<file path="src/rtl/terrain_spawner_pkg.sv">
// Shared types for the terrain spawn path: screen geometry, level ROM entry
// layout and the spawner state encoding.
package terrain_spawner_pkg;

  typedef struct packed {
    logic [9:0] x;
    logic [9:0] y;
  } POSITION;

  typedef struct packed {
    POSITION center;
    POSITION radius;
  } RECT;

  localparam logic [7:0] END_ID = 8'hFF;

  // 48-bit ROM word: [47:40] id, [39:20] center, [19:0] radius
  typedef struct packed {
    logic [7:0] terrain_id;
    RECT        area;
  } LEVEL_ENTRY;

  typedef enum logic [2:0] {
    S_IDLE,
    S_KILL,
    S_FETCH,
    S_CHECK,
    S_SPAWN,
    S_DONE
  } spawn_state_e;

endpackage

</file>
<file path="src/rtl/terrain_spawner.sv">
// Level loader: clears all terrain, then walks one level's entry list in the
// synchronous level ROM and issues one spawn pulse per entry.
module terrain_spawner
  import terrain_spawner_pkg::*;
#(
  parameter int         NUM_LEVELS  = 4,
  parameter int         MAX_ENTRIES = 64,
  parameter int         ADDR_W      = 8,
  parameter logic [7:0] END_MARK    = END_ID
) (
  input  logic              clk,
  input  logic              reset_h,
  input  logic              loadLevel,
  input  logic [7:0]        levelNum,
  output logic [ADDR_W-1:0] romAddr,
  input  logic [47:0]       romData,
  output logic              sigKill,
  output logic              sigSpawn,
  output logic [7:0]        terrainID,
  output RECT               spawnArea,
  output logic              busy,
  output logic              done,
  output logic [7:0]        spawnCount
);

  // One extra bit so the slot limit is detectable without wrapping.
  localparam int IDX_W = $clog2(MAX_ENTRIES) + 1;

  spawn_state_e     state_q, state_d;
  logic [IDX_W-1:0] idx_q, idx_d;
  logic [7:0]       level_q, level_d;
  logic [7:0]       shadow_q, shadow_d;
  logic             sig_kill_q, sig_kill_d;
  logic             sig_spawn_q, sig_spawn_d;
  logic [7:0]       id_q, id_d;
  RECT              area_q, area_d;
  logic             busy_q, busy_d;
  logic             done_q, done_d;
  logic [7:0]       count_q, count_d;
  LEVEL_ENTRY       entry;

  assign entry = LEVEL_ENTRY'(romData);

  assign romAddr = (state_q == S_IDLE) ? '0 :
                   ADDR_W'(level_q) * ADDR_W'(MAX_ENTRIES) + ADDR_W'(idx_q);

  always_comb begin
    state_d  = state_q;
    idx_d    = idx_q;
    level_d  = level_q;
    shadow_d = shadow_q;
    id_d     = '0;
    area_d   = '0;
    count_d  = count_q;
    case (state_q)
      S_IDLE: begin
        if (loadLevel) begin
          level_d = levelNum;
          state_d = S_KILL;
        end
      end
      S_KILL: begin
        idx_d    = '0;
        shadow_d = '0;
        state_d  = (int'(level_q) >= NUM_LEVELS) ? S_DONE : S_FETCH;
      end
      S_FETCH: state_d = S_CHECK;
      S_CHECK: begin
        if (entry.terrain_id == END_MARK) begin
          state_d = S_DONE;
        end else begin
          id_d    = entry.terrain_id;
          area_d  = entry.area;
          state_d = S_SPAWN;
        end
      end
      S_SPAWN: begin
        idx_d    = idx_q + IDX_W'(1);
        shadow_d = shadow_q + 8'd1;
        state_d  = (idx_q == IDX_W'(MAX_ENTRIES - 1)) ? S_DONE : S_FETCH;
      end
      S_DONE:  state_d = S_IDLE;
      default: state_d = S_IDLE;
    endcase

    // Outputs are registered: decode them from the state being entered.
    sig_kill_d  = (state_d == S_KILL);
    sig_spawn_d = (state_d == S_SPAWN);
    busy_d      = (state_d == S_KILL) || (state_d == S_FETCH) ||
                  (state_d == S_CHECK) || (state_d == S_SPAWN);
    done_d      = (state_d == S_DONE);
    if (state_d == S_DONE) count_d = shadow_d;
  end

  always_ff @(posedge clk) begin
    if (reset_h) begin
      state_q     <= S_IDLE;
      idx_q       <= '0;
      level_q     <= '0;
      shadow_q    <= '0;
      sig_kill_q  <= 1'b0;
      sig_spawn_q <= 1'b0;
      id_q        <= '0;
      area_q      <= '0;
      busy_q      <= 1'b0;
      done_q      <= 1'b0;
      count_q     <= '0;
    end else begin
      state_q     <= state_d;
      idx_q       <= idx_d;
      level_q     <= level_d;
      shadow_q    <= shadow_d;
      sig_kill_q  <= sig_kill_d;
      sig_spawn_q <= sig_spawn_d;
      id_q        <= id_d;
      area_q      <= area_d;
      busy_q      <= busy_d;
      done_q      <= done_d;
      count_q     <= count_d;
    end
  end

  assign sigKill    = sig_kill_q;
  assign sigSpawn   = sig_spawn_q;
  assign terrainID  = id_q;
  assign spawnArea  = area_q;
  assign busy       = busy_q;
  assign done       = done_q;
  assign spawnCount = count_q;

endmodule

</file>
<file path="config.mk">
export PLATFORM = sky130hd
export DESIGN_NAME = terrain_spawner
export DESIGN_NICKNAME = d
export VERILOG_FILES = /design/src/rtl/terrain_spawner_pkg.sv /design/src/rtl/terrain_spawner.sv
export SDC_FILE = /design/constraint.sdc
export NUM_CORES = 1
export LEC_CHECK = 0
export CORE_ASPECT_RATIO = 0.7
export CORE_MARGIN = 3
export CORE_UTILIZATION = 45
export DETAILED_ROUTE_END_ITERATION = 7
export PLACE_DENSITY = 0.94
export REMOVE_ABC_BUFFERS = 1
export SLEW_MARGIN = 20
export SYNTH_ARGS = -nofsm -noshare
export SYNTH_HDL_FRONTEND = slang
export SYNTH_SLANG_ARGS = --single-unit
</file>
<file path="constraint.sdc">
create_clock -name clk -period 2.9 [get_ports clk]
set_input_delay 0.29 -clock clk [delete_from_list [all_inputs] [get_ports clk]]
set_output_delay 0.29 -clock clk [all_outputs]
set_load 0.01 [all_outputs]
</file>
Yosys cells after proc, flatten, opt, wreduce, memory -nomap -nowiden
Index checks and enable logic that the tools add are counted.
{"block": "word_totals", "ff_bits": 86, "in_bits": 59, "output_inout_bits": 68}
{"block": "op_classes", "add_sub_neg": 3, "order_cmp": 1, "n_eq_ne": 11, "mux": 8, "bitwise_logic": 1, "reduce_logical": 7}
{"op": "8-bit case mux with 2 select lines", "count": 1}
{"op": "3-bit case mux with 5 select lines", "count": 1}
{"op": "7-bit case mux with 2 select lines", "count": 1}
{"op": "3-bit by 2-bit == test with 1-bit output, second input constant", "count": 4}
{"op": "3-bit == test, second input constant", "count": 3}
{"op": "3-bit 2-to-1 mux", "count": 3}
{"op": "8-bit by 1-bit adder with 8-bit output, second input constant", "count": 1}
{"op": "8-bit by 7-bit adder with 8-bit output", "count": 1}
{"op": "8-bit == test, second input constant", "count": 1}
{"op": "8-bit by 3-bit >= comparator with 1-bit output, second input constant", "count": 1}
{"op": "8-bit 2-to-1 mux", "count": 1}
{"op": "7-bit by 1-bit adder with 7-bit output, second input constant", "count": 1}
{"op": "7-bit by 6-bit == test with 1-bit output, second input constant", "count": 1}
{"op": "3-bit by 1-bit == test with 1-bit output, second input constant", "count": 2}
{"op": "3-bit zero test", "count": 1}
{"op": "1-bit logical OR", "count": 3}
{"op": "3-bit OR reduction", "count": 1}
{"op": "2-bit AND reduction", "count": 1}
{"op": "2-bit nonzero test", "count": 1}
{"op": "1-bit 2-to-1 mux", "count": 1}
{"op": "1-bit inverter", "count": 1}

Depth between registers and ports, before layout
{"block": "logic_depth", "ltp_word": 7, "depth_mapped": 7, "depth_no_buf": 6}

Worst setup path before layout
No wires, ideal clock.
{"block": "synth_path", "path_type": "flip-flop to flip-flop", "from": "register state_q[1]", "to": "register count_q[0] (netlist: spawnCount[0])", "setup_time_ns": 0.121, "arrival_time_ns": 1.736, "required_ns": 2.779, "slack_ns": 1.044, "path_stages_with_launch": 8, "n_path_buf": 2, "cell_sequence": "dfxtp_1 buf_6 or3b_1 buf_6 nor3_2 a21oi_1 nor2_4 mux2_2"}
{"block": "synth_between", "elab_chain_len": 3, "word_cells_on_any_way": 9}
{"element": "from (decl)", "line_no": "terrain_spawner.sv:29", "source": "spawn_state_e state_q, state_d;"}
{"element": "from (signal assigned)", "line_no": "terrain_spawner.sv:109", "source": "state_q <= state_d;"}
{"element": "3-bit == test, or another cell as far along", "line_no": "terrain_spawner.sv:55", "source": "case (state_q)"}
{"element": "3-bit case mux with 5 select lines", "line_no": "terrain_spawner.sv:55"}
{"element": "3-bit == test", "line_no": "terrain_spawner.sv:92", "source": "if (state_d == S_DONE) count_d = shadow_d;"}
{"element": "to (signal assigned)", "line_no": "terrain_spawner.sv:119", "source": "count_q <= count_d;"}
{"element": "to (decl)", "line_no": "terrain_spawner.sv:39", "source": "logic [7:0] count_q, count_d;"}
Parallel ways exist; a longest one is shown, timed or not.
A chain may end at the register's enable or synchronous reset.

Worst setup path after layout
{"block": "layout_path", "from": "register state_q[2]", "to": "register count_q[2] (netlist: spawnCount[2])"}
Same word-level chain as after synthesis.

==> flow_summary.ini <==
[finish]
post-route-cell-area_um2 = 4566
area_growth_pct = 50.23
drive_above_1_share = 0.07373
insertedDiodeCount = 0
fin_nets = 492

[yosys]
synthSimpleGateAreaFrac = 0.2491
synth_mux_area_frac = 0.02964
syn-cell-area_um2 = 3039
ys_seq_area_frac = 0.5665
synthAdderAreaFrac = 0.01235
synth_top_family_by_area = simple AND/OR/NAND/NOR gates
synth-edff-count = 0
synth_warnings = 0
ys.flop_type = dfxtp_1
synth-seq-cells = 86
synth_compound_area_frac = 0.1095
async_flop_share = 0
ys_types = 43
avgSynthCellArea_um2 = 9.964
syn-instance-count = 305
synth_xor_area_frac = 0.002882

[floorplanning]
fp.dieW_um = 104.2
core_area_um2 = 6396
die_area_um2 = 7791
start_util = 0.4752
pin_count = 127
dieHeight_um = 74.76
num_rows = 24

[cts]
cts_tree = built
insertion_delay_ns = 0.35
hold_buffers = 0
cts.clk_slew.worst_paths_ns = 0.08
clk_path_buf_depth = 2
cts_root_buffer = clkbuf_8
clock-sinks = 86
numCtsBuffers = 9
cts_resized = 0
h-tree-depth = 3
post_cts_buffers = 0

[worst_hold_path]
min_path_type = flip-flop to flip-flop
min_delay_path_depth = 2
min_from = level_q[6]
hold_end = level_q[6]

[timing]
fin_worst_skew_ns = 0.009273
report.final.slew_viol_count = 0
finalHoldViolCount = 0
slew_headroom = 0.5158
tightest_slew_ns = 0.7262
timing.final.crit_share = 0.7606
grt_setup_unrepaired = false
finalSetupViolations = 0
finalWorstSetupSlack_ns = 0.6943
max_freq_ghz = 0.4534
fin_crit_ns = 2.206

[global_routing]
grt_pass1_vias = 2489
grt_first_pass_wirelength_um = 12740
grtUsageTotal = 0.2132
grt_max_degree = 50
grt-ovfl-total = 0
antenna_found_initial = 0

[worst_setup_path]
crit_start = state_q[2]
slowest_stage = or3b_1
crit_chain = or3b_1 -> nor3_2 -> a21oi_1 -> nor2_4 -> mux2_2
reg2reg_depth = 5
crit_required_ns = 3.14
cp-start-kind = flip-flop
path_max_fanout = 10
ff2ff_setup_slack_ns = 0.69
rr_startpoint = state_q[2]
critPathArrivalTime_ns = 2.45
r2r_end = spawnCount[2]
critPathBufInv = 0
critPathTopFamily = simple AND/OR/NAND/NOR gates
slowest_delay_ns = 0.55
end_kind = flip-flop
worst-setup-path-type = flip-flop to flip-flop

[routing]
drcViolationCount = 0
firstDrtPassIters = 4
drtIter0Drc = 258
via_per_inst = 4.836
vias = 2539
routedWlPerCell_um = 15.30
wirelength_um = 8030
antenna_violating_nets_post_route = 0

[pwr]
power_density_nw_per_um2 = 576.0
p_leak_nw = 1.697
ir_drop_uv = 278.4
fin_total_pwr_mw = 2.630

[place]
hpwl_um = 6246
preCtsSetupSlack_ns = 0.7507
post_dp_cell_area_um2 = 4370
finalWeightedCongestion = 0.9021
place.port_buffers = 126

[run]
drv_cap = 0

[status]
status = finished clean
## report_power, final
part	internal (mW)	total, mW	switching, mW	leakage (nW)
Combinational	0.237	0.519	0.283	0.910
Sequential	1.24	1.29	0.0496	0.695
Clock	0.399	0.822	0.423	0.0919
## state kept, by name, summed over array words and instances, names as in the netlist
name and cells:
spawnCount 8, state_q 3, spawnArea 40, sigSpawn 1
terrainID 8, sigKill 1, shadow_q 8, busy 1
done 1, level_q 8, idx_q 7
## layout make-up
cell class	count	area, µm²
Fill cell	489	1831
Tap cell	91	113.9
Clock inverter	6	71.32
Multi-Input combinational cell	200	1232
Clock buffer	9	123.9
Inverter	3	11.26
Sequential cell	86	1722
Timing Repair Buffer	130	1291
## cell usage after synthesis (2+ instances only)
library cell	n	area share
nor2_1	19	0.023
o21ai_0	8	0.013
a41oi_1	2	0.0058
a31oi_1	2	0.0041
a21oi_1	22	0.036
dfxtp_1	86	0.57
buf_6	2	0.0074
nor3_1	4	0.0066
nor2b_1	16	0.033
a311oi_1	5	0.014
clkbuf_1	11	0.014
inv_1	3	0.0037
nand3b_1	2	0.0049
a211oi_1	3	0.0074
a22oi_1	2	0.0049
nand2b_1	3	0.0062
and3_1	3	0.0062
mux2_2	7	0.026
nor4_1	2	0.0041
nand2_1	26	0.032
nand3_1	4	0.0066
and2_1	49	0.10
ha_1	3	0.012
nand4_1	2	0.0041
## worst max-delay path by stage
stage	end	depth (start not counted)
after floorplan	busy	3
after global placement	spawnCount[2]	6
after detailed placement	spawnCount[4]	6
after CTS	spawnCount[2]	5
after global routing	spawnCount[1]	5
final	spawnCount[2]	5
## layout by cell type (no fill, tap or decap), types with 3 or more instances in the layout
| master | instances |
|---|---|
| a211oi_1 | 3 |
| a21oi_1 | 22 |
| a311oi_1 | 5 |
| and2_1 | 49 |
| and3_1 | 3 |
| buf_4 | 4 |
| clkbuf_8 | 9 |
| clkdlybuf4s50_1 | 126 |
| dfxtp_1 | 86 |
| ha_1 | 3 |
| inv_1 | 3 |
| mux2_2 | 7 |
| nand2_1 | 26 |
| nand2b_1 | 3 |
| nand3_1 | 4 |
| nor2_1 | 19 |
| nor2b_1 | 16 |
| nor3_1 | 4 |
| o21ai_0 | 8 |
## tightest hold or removal path: stages, from the launching register on
cell	delay, ns
dfxtp_1	0.31
nand2_1	0.05
a21oi_1	0.05
## metal layers
metal,vias to the layer above,wire length [µm],track usage
met3,9,379,0.04627
li1,1273,-,-
met5,-,0,0
met2,72,4380,0.4046
met1,1185,3192,0.2434
met4,0,79,0.07817
## cell families (layout without fill, tap and decap cells)
family                   after synthesis  count (layout)
AND/OR/NAND/NOR                      137             137
multiplexers                           8               8
flip-flops                            86              86
buffers and inverters                 19             148
XOR/XNOR                               1               1
AO/OA/AOI/OAI                         51              51
adder cells (fa/ha/maj)                3               3
## metrics by stage
step                      hold slack [ns]  setup TNS, ns  instances    util
after CTS                          0.4593              0        525  0.7138
after floorplan                    0.3547         -19.33        289       -
final                              0.4586              0        525  0.7138
after global placement             0.4418              0        510  0.6833
after detailed placement           0.4485              0        510  0.6833
after global routing               0.4763              0        525  0.7138
(Power assumes the default switching activity.)
